[config.mk]
export PLATFORM = sky130hd
export DESIGN_NAME = decode_stage
export DESIGN_NICKNAME = d
export VERILOG_FILES = /design/src/rtl/decode_stage.sv
export SDC_FILE = /design/constraint.sdc
export NUM_CORES = 1
export LEC_CHECK = 0
export ABC_AREA = 1
export CAP_MARGIN = 20
export CORE_ASPECT_RATIO = 0.9
export CORE_MARGIN = 3
export CORE_UTILIZATION = 40
export DETAILED_ROUTE_END_ITERATION = 7
export PLACE_DENSITY = 0.71
export SLEW_MARGIN = 40
export SYNTH_ARGS = -nofsm -noshare
export SYNTH_HDL_FRONTEND = slang
export SYNTH_SLANG_ARGS = --single-unit
[constraint.sdc]
create_clock -name clk -period 11.9 [get_ports clk]
set_input_delay 1.785 -clock clk [delete_from_list [all_inputs] [get_ports clk]]
set_output_delay 1.785 -clock clk [all_outputs]
set_load 0.05 [all_outputs]
[src/rtl/decode_stage.sv]
// Buffered RV32I decode stage: FIFO of fetched (instr, pc) pairs, combinational decode of the head,
// valid/ready output register. Define RV_M_EXT_EN to decode the M-extension (MUL/DIV/REM) ops.
package riscv_pkg;

    localparam int XLEN = 32;

    typedef enum logic [6:0] {
        OPC_LOAD     = 7'b0000011,
        OPC_MISC_MEM = 7'b0001111,
        OPC_OP_IMM   = 7'b0010011,
        OPC_AUIPC    = 7'b0010111,
        OPC_STORE    = 7'b0100011,
        OPC_OP       = 7'b0110011,
        OPC_LUI      = 7'b0110111,
        OPC_BRANCH   = 7'b1100011,
        OPC_JALR     = 7'b1100111,
        OPC_JAL      = 7'b1101111,
        OPC_SYSTEM   = 7'b1110011
    } opcode_e;

    typedef enum logic [4:0] {
        ALU_ADD = 5'd0, ALU_SUB, ALU_SLL, ALU_SLT, ALU_SLTU, ALU_XOR, ALU_SRL, ALU_SRA,
        ALU_OR, ALU_AND, ALU_PASS_B,
        ALU_MUL, ALU_MULH, ALU_MULHSU, ALU_MULHU, ALU_DIV, ALU_DIVU, ALU_REM, ALU_REMU
    } alu_op_e;

    typedef enum logic [1:0] {
        MEM_WORD = 2'd0,
        MEM_BYTE = 2'd1,
        MEM_HALF = 2'd2
    } mem_op_e;

    typedef struct packed {
        logic       reg_write;
        logic       alu_src;      // operand B is the immediate
        logic       alu_a_pc;     // operand A is the PC (AUIPC, JAL)
        logic       mem_read;
        logic       mem_write;
        logic       mem_to_reg;
        logic       mem_unsigned;
        logic       branch;
        logic       jump;
        logic [2:0] branch_op;
        alu_op_e    alu_op;
        mem_op_e    mem_op;
    } ctrl_signals_t;

    localparam ctrl_signals_t CTRL_DEFAULT = '0;

endpackage

module decode_stage
    import riscv_pkg::*;
#(
    parameter int  XLEN       = riscv_pkg::XLEN,
    parameter int  FIFO_DEPTH = 4,
    localparam int CNT_W      = $clog2(FIFO_DEPTH + 1)
) (
    input  logic                clk,
    input  logic                rst,
    input  logic                flush,
    input  logic                in_valid,
    output logic                in_ready,
    input  logic [XLEN-1:0]     in_instr,
    input  logic [XLEN-1:0]     in_pc,
    output logic                out_valid,
    input  logic                out_ready,
    output logic [XLEN-1:0]     out_instr,
    output logic [XLEN-1:0]     out_pc,
    output ctrl_signals_t       out_ctrl,
    output logic                out_illegal,
    output logic                out_is_ecall,
    output logic                out_is_ebreak,
    output logic                out_is_csr,
    output logic [2:0]          out_csr_op,
    output logic [CNT_W-1:0]    occupancy
);

    localparam int                PTR_W    = $clog2(FIFO_DEPTH);
    localparam logic [CNT_W-1:0]  FULL_CNT = CNT_W'(FIFO_DEPTH);

    typedef struct packed {
        logic [XLEN-1:0] instr;
        logic [XLEN-1:0] pc;
        ctrl_signals_t   ctrl;
        logic            illegal;
        logic            is_ecall;
        logic            is_ebreak;
        logic            is_csr;
        logic [2:0]      csr_op;
    } out_entry_t;

    logic [XLEN-1:0]  instr_mem [FIFO_DEPTH];
    logic [XLEN-1:0]  pc_mem    [FIFO_DEPTH];
    logic [PTR_W-1:0] wr_ptr_q, wr_ptr_d, rd_ptr_q, rd_ptr_d;
    logic [CNT_W-1:0] count_q, count_d;
    logic             out_valid_q, out_valid_d;
    out_entry_t       out_q, out_d, dec;
    logic             push, load;

    assign in_ready = !rst && !flush && (count_q < FULL_CNT);
    assign push     = in_valid && in_ready;
    assign load     = !flush && (count_q != '0) && (!out_valid_q || out_ready);

    // NOTE: the buffer array has no reset; only slots covered by count_q are ever read.
    always_ff @(posedge clk) begin
        if (push) begin
            instr_mem[wr_ptr_q] <= in_instr;
            pc_mem[wr_ptr_q]    <= in_pc;
        end
    end

    always_comb begin
        wr_ptr_d = wr_ptr_q;
        rd_ptr_d = rd_ptr_q;
        count_d  = count_q;
        if (flush) begin
            wr_ptr_d = '0;
            rd_ptr_d = '0;
            count_d  = '0;
        end else begin
            if (push) wr_ptr_d = wr_ptr_q + PTR_W'(1);
            if (load) rd_ptr_d = rd_ptr_q + PTR_W'(1);
            case ({push, load})
                2'b10:   count_d = count_q + CNT_W'(1);
                2'b01:   count_d = count_q - CNT_W'(1);
                default: count_d = count_q;
            endcase
        end
    end

    function automatic alu_op_e base_alu(input logic [2:0] f3, input logic alt);
        alu_op_e op;
        case (f3)
            3'b000:  op = alt ? ALU_SUB : ALU_ADD;
            3'b001:  op = ALU_SLL;
            3'b010:  op = ALU_SLT;
            3'b011:  op = ALU_SLTU;
            3'b100:  op = ALU_XOR;
            3'b101:  op = alt ? ALU_SRA : ALU_SRL;
            3'b110:  op = ALU_OR;
            default: op = ALU_AND;
        endcase
        return op;
    endfunction

    function automatic mem_op_e mem_width(input logic [1:0] sz);
        case (sz)
            2'b00:   return MEM_BYTE;
            2'b01:   return MEM_HALF;
            default: return MEM_WORD;
        endcase
    endfunction

    logic [31:0] hi;
    logic [2:0]  f3;
    logic [6:0]  f7;

    assign hi = instr_mem[rd_ptr_q];
    assign f3 = hi[14:12];
    assign f7 = hi[31:25];

    always_comb begin
        // NOTE: every field is defaulted before the case so no path can infer a latch.
        dec       = '0;
        dec.instr = hi;
        dec.pc    = pc_mem[rd_ptr_q];
        case (hi[6:0])
            OPC_LUI: begin
                dec.ctrl.reg_write = 1'b1;
                dec.ctrl.alu_src   = 1'b1;
                dec.ctrl.alu_op    = ALU_PASS_B;
            end
            OPC_AUIPC: begin
                dec.ctrl.reg_write = 1'b1;
                dec.ctrl.alu_src   = 1'b1;
                dec.ctrl.alu_a_pc  = 1'b1;
            end
            OPC_JAL: begin
                dec.ctrl.reg_write = 1'b1;
                dec.ctrl.alu_src   = 1'b1;
                dec.ctrl.alu_a_pc  = 1'b1;
                dec.ctrl.jump      = 1'b1;
            end
            OPC_JALR: begin
                dec.illegal        = (f3 != 3'b000);
                dec.ctrl.reg_write = 1'b1;
                dec.ctrl.alu_src   = 1'b1;
                dec.ctrl.jump      = 1'b1;
            end
            OPC_BRANCH: begin
                dec.illegal        = (f3 == 3'b010) || (f3 == 3'b011);
                dec.ctrl.branch    = 1'b1;
                dec.ctrl.branch_op = f3;
                dec.ctrl.alu_op    = ALU_SUB;
            end
            OPC_LOAD: begin
                dec.illegal           = (f3 == 3'b011) || (f3 == 3'b110) || (f3 == 3'b111);
                dec.ctrl.reg_write    = 1'b1;
                dec.ctrl.alu_src      = 1'b1;
                dec.ctrl.mem_read     = 1'b1;
                dec.ctrl.mem_to_reg   = 1'b1;
                dec.ctrl.mem_unsigned = f3[2];
                dec.ctrl.mem_op       = mem_width(f3[1:0]);
            end
            OPC_STORE: begin
                dec.illegal         = (f3 > 3'b010);
                dec.ctrl.alu_src    = 1'b1;
                dec.ctrl.mem_write  = 1'b1;
                dec.ctrl.mem_op     = mem_width(f3[1:0]);
            end
            OPC_OP_IMM: begin
                if (f3 == 3'b001) dec.illegal = (f7 != 7'b0000000);
                if (f3 == 3'b101) dec.illegal = (f7 != 7'b0000000) && (f7 != 7'b0100000);
                dec.ctrl.reg_write = 1'b1;
                dec.ctrl.alu_src   = 1'b1;
                dec.ctrl.alu_op    = base_alu(f3, (f3 == 3'b101) && f7[5]);
            end
            OPC_OP: begin
                dec.ctrl.reg_write = 1'b1;
                case (f7)
                    7'b0000000: dec.ctrl.alu_op = base_alu(f3, 1'b0);
                    7'b0100000: begin
                        dec.illegal     = (f3 != 3'b000) && (f3 != 3'b101);
                        dec.ctrl.alu_op = base_alu(f3, 1'b1);
                    end
`ifdef RV_M_EXT_EN
                    // ALU_MUL..ALU_REMU are contiguous in funct3 order
                    7'b0000001: dec.ctrl.alu_op = alu_op_e'(5'(ALU_MUL) + 5'(f3));
`else
                    7'b0000001: dec.illegal = 1'b1;
`endif
                    default:    dec.illegal = 1'b1;
                endcase
            end
            OPC_MISC_MEM: ;
            OPC_SYSTEM: begin
                if (f3 == 3'b000) begin
                    if (hi[31:7] == 25'h0)         dec.is_ecall  = 1'b1;
                    else if (hi[31:7] == 25'h2000) dec.is_ebreak = 1'b1;
                    else                           dec.illegal   = 1'b1;
                end else if (f3 == 3'b100) begin
                    dec.illegal = 1'b1;
                end else begin
                    dec.is_csr         = 1'b1;
                    dec.csr_op         = f3;
                    dec.ctrl.reg_write = (hi[11:7] != 5'd0);
                    dec.ctrl.alu_op    = ALU_PASS_B;
                end
            end
            default: dec.illegal = 1'b1;
        endcase
        if (hi[1:0] != 2'b11) dec.illegal = 1'b1;
        if (dec.illegal) begin
            dec.ctrl      = CTRL_DEFAULT;
            dec.is_ecall  = 1'b0;
            dec.is_ebreak = 1'b0;
            dec.is_csr    = 1'b0;
            dec.csr_op    = 3'b000;
        end
    end

    always_comb begin
        out_valid_d = out_valid_q;
        out_d       = out_q;
        if (flush) begin
            out_valid_d = 1'b0;
        end else if (load) begin
            out_valid_d = 1'b1;
            out_d       = dec;
        end else if (out_ready) begin
            out_valid_d = 1'b0;
        end
    end

    // NOTE: state updates use non-blocking assignments so every register samples pre-edge values.
    always_ff @(posedge clk or posedge rst) begin
        if (rst) begin
            wr_ptr_q    <= '0;
            rd_ptr_q    <= '0;
            count_q     <= '0;
            out_valid_q <= 1'b0;
            out_q       <= '0;
        end else begin
            wr_ptr_q    <= wr_ptr_d;
            rd_ptr_q    <= rd_ptr_d;
            count_q     <= count_d;
            out_valid_q <= out_valid_d;
            out_q       <= out_d;
        end
    end

    assign out_valid     = out_valid_q;
    assign out_instr     = out_q.instr;
    assign out_pc        = out_q.pc;
    assign out_ctrl      = out_q.ctrl;
    assign out_illegal   = out_q.illegal;
    assign out_is_ecall  = out_q.is_ecall;
    assign out_is_ebreak = out_q.is_ebreak;
    assign out_is_csr    = out_q.is_csr;
    assign out_csr_op    = out_q.csr_op;
    assign occupancy     = count_q;

endmodule

==> impl_metrics.csv <==
group,metric,value,unit
run_status,status,"complete, no violations",
power,p_leak,6.590,nW
cts,h-tree-depth,2,
sta,max_slew.worst_pin.slew,805.9,ps
cts,post_cts_resized,0,
cts,clock_tree.root_cell,"sky130_fd_sc_hd__clkbuf_16",
sta,worst_slack,6728,ps
power,total_switching_power,1.753,mW
drt,finalWirelength,32820,um
floorplan,die_h,184.8,um
synthesis,yosys_warnings,0,
finish,stdcell_count,1889,
drt,detail_route.first_pass.iterations,5,
floorplan,starting_utilization_of_the_core_area,41.17,%
drt,routed-via-count,9555,
placement,place_inst,1821,
sta,fin_skew,25.37,ps
critical_path,arrival,3390,ps
synthesis,synth_adder_area_share,0.4932,%
synthesis,synth_cell_type_count,39,
power,vdd_drop_max,202.5,uV
hold_path,worst_hold_class,"flip-flop to flip-flop",
sta,timing.final.crit_share,43.46,%
synthesis,synth_top_cells_by_area,"sky130_fd_sc_hd__edfxtp_1, sky130_fd_sc_hd__dfrtp_1, sky130_fd_sc_hd__nand2_1",
synthesis,synth_simple_gate_area_share,18.19,%
synthesis,ys_async_sr_fraction,27.27,%
synthesis,synth.net_count,1324,
sta,maxSlewHeadroom,46.27,%
synthesis,synth_xor_xnor_area_share,0.06165,%
global_routing,largest_net_degree_at_the_start_of_global_routing,84,
drt,post_drt_via_cell_ratio,5.058,
critical_path,timing.critical_path.to_type,"output pin",
sta,finalHoldViolCount,0,
power,power_per_cell_area,249.9,nW/um^2
finish,final_layout_size_suffix_gt1_share,7.924,%
finish,finalNetCount,1472,
placement,io_buffer_count,162,
critical_path,timing.critical_path.required,10120,ps
synthesis,synthesis.area,14210,um^2
floorplan,rows,64,
sta,timing.final.max_slew_violations,0,
sta,time_the_final_worst_path_needs_with_i_o_delays_and_setup,5172,ps
sta,finalSetupViolCount,0,
drt,ant_nets,0,
synthesis,synth_enable_flop_cells,256,
cts,cts_buffer_count,37,
synthesis,synth_cells,1250,
placement,place_ws,6719,ps
synthesis,seq_area_frac_synth,71.02,%
synthesis,ys.flop_type,"sky130_fd_sc_hd__edfxtp_1",
power,power.share.switching,40.31,%
sta,tns,0,ps
power,seq_power_share,36.4,%
global_routing,vias_in_the_first_global_route,9360,
finish,area_growth_syn_to_layout,22.54,%
floorplan,die_area,37820,um^2
power,clock_power_share,25.4,%
synthesis,synthMuxAreaShare,0,%
placement,detailedPlacementHpwl,19550,um
cts,tritoncts_num_sinks,352,
critical_path,start_kind,"input pin",
cts,post_cts_hold_buffer_count,0,
floorplan,fp.dieW,204.7,um
floorplan,core,34510,um^2
cts,cts_tree,"done",
global_routing,global_route.usage.total,17.56,%
synthesis,synth_area_leader_cell,"sky130_fd_sc_hd__edfxtp_1",
cts,post-cts-setup-buffers,0,
synthesis,synth_seq_cells,352,
cts,clock_latency,510,ps
drt,first_iter_violations,642,
floorplan,pin_count,164,
sta,achievable-frequency,193.4,MHz
power,comb_power_share,38.2,%
global_routing,global_route.overflow_total,0,
flow_run,maxCapViolations,0,
synthesis,netlist.area_leader.share,54.11,%
global_routing,global_route_wire_length_before_repair,52120,um
cts,clkSlewWorstSetupHoldPaths,60,ps
drt,remaining_drc_errors,0,
sta,rsz_0062_raised_after_global_routing,"false",
critical_path,critical_path.max_fanout,5,
critical_path,timing.setup.critical_path_class,"input pin to output pin",
drt,route.detailed.wl_per_inst,17.37,um
synthesis,avgSynthCellArea,11.37,um^2
global_routing,antenna_violations_before_repair,1,
placement,place_congestion,0.9091,
cts,cts-root-to-sink-buffers,3,
synthesis,synth_top_family_by_area,"simple AND/OR/NAND/NOR gates",
synthesis,compound_gate_fraction_of_synth_area,6.649,%
power,p_int,2.597,mW
finish,n_fill_cell,3043,
critical path: stages:
cell,delay (ps)
sky130_fd_sc_hd__clkdlybuf4s50_1,500
sky130_fd_sc_hd__nor3_1,260
sky130_fd_sc_hd__clkdlybuf4s50_1,840
synth_stat cells, types with 7 or more instances:
master and count:
sky130_fd_sc_hd__nand2_1 293, sky130_fd_sc_hd__edfxtp_1 256, sky130_fd_sc_hd__nor2_1 203, sky130_fd_sc_hd__o21ai_0 114
sky130_fd_sc_hd__dfrtp_1 96, sky130_fd_sc_hd__nand3_1 75, sky130_fd_sc_hd__a31oi_1 35, sky130_fd_sc_hd__inv_1 34
sky130_fd_sc_hd__clkbuf_1 27, sky130_fd_sc_hd__buf_2 18, sky130_fd_sc_hd__nand4_1 15, sky130_fd_sc_hd__nand2_2 13
sky130_fd_sc_hd__buf_6 8, sky130_fd_sc_hd__inv_2 8, sky130_fd_sc_hd__o21ai_2 7
layout by cell type, fill, tap and decap left out, drive strengths merged, types with 3 or more instances in the layout:
cell type / n
o21ai: 121
nand4: 16
clkinv: 15
a31oi: 35
a21oi: 3
o31ai: 4
nand3: 77
clkdlybuf4s50: 162
buf: 11
inv: 44
dfrtp: 96
ha: 4
clkbuf: 50
nor2: 209
edfxtp: 256
nand2: 308
through the flow:
step | hold WS [ps] | power, mW | util (%) | area, um^2
finish | 479.0 | 4.350 | 50.44 | 17410
global route | 515.6 | 4.619 | 50.44 | 17410
CTS | 486.7 | 4.396 | 50.41 | 17400
detailed placement | 471.4 | 3.285 | 47.02 | 16230
global placement | 467.0 | 3.242 | 46.91 | 16190
floorplan | 514.9 | 2.765 | - | 14210
power groups by stage:
stage	sequential, mW	combinational, mW	clock, mW
global route	1.60	1.83	1.18
global placement	1.61	1.64	0
detailed placement	1.61	1.68	0
CTS	1.59	1.68	1.13
finish	1.58	1.66	1.10
floorplan	1.95	0.817	0
state kept, by name, indices dropped and copies added, names as in the netlist:
register,count
out_valid,1
occupancy,3
out_csr_op,3
out_is_ebreak,1
out_is_ecall,1
out_pc,32
instr_mem,128
out_is_csr,1
out_ctrl,17
out_illegal,1
wr_ptr_q,2
out_instr,32
pc_mem,128
rd_ptr_q,2
metal layers:
| metal | up-vias | share of wire [%] | global-route usage [%] |
|---|---|---|---|
| met5 | - | 0 | 0 |
| met4 | 0 | 2.1 | 4.375 |
| met3 | 43 | 7.1 | 3.514 |
| met2 | 294 | 47 | 28.62 |
| met1 | 4623 | 44 | 24.44 |
| li1 | 4595 | - | - |
final timing paths:
check,slack (ps),startpoint,endpoint,depth (start not counted)
setup reg to reg,8420,rd_ptr_q[0]$_DFFE_PP0P_,out_illegal$_DFFE_PP0P_,14
min in group asynchronous,1730,rst,occupancy[1]$_DFFE_PP0P_,2
setup / recovery,6730,flush,in_ready,3
max in group asynchronous,9200,rst,rd_ptr_q[0]$_DFFE_PP0P_,3
hold reg to reg,480,out_is_csr$_DFFE_PP0P_,out_is_csr$_DFFE_PP0P_,2
hold / removal,480,out_is_csr$_DFFE_PP0P_,out_is_csr$_DFFE_PP0P_,2
cell type report:
class,count,area (um^2),area share (%)
Sequential cell,352,10090,57.98
Multi-Input combinational cell,791,3654,20.99
Timing Repair Buffer,173,1743,10.01
Clock buffer,50,1059,6.080
Tap cell,462,578.1,3.320
Inverter,43,166.4,0.9559
Clock inverter,17,112.6,0.6468
Antenna cell,1,2.502,0.01437
cell families (layout without fill, tap and decap cells):
kind of cell | count (synthesis) | after routing
and+or+nand+nor | 615 | 615
DFF | 352 | 352
AOI/OAI and AO/OA | 169 | 169
buffers and inverters | 107 | 283
adders and majority gates | 5 | 5
other | 1 | 2
xor gates and xnor gates | 1 | 1
Power figures use the tool's default switching activity.
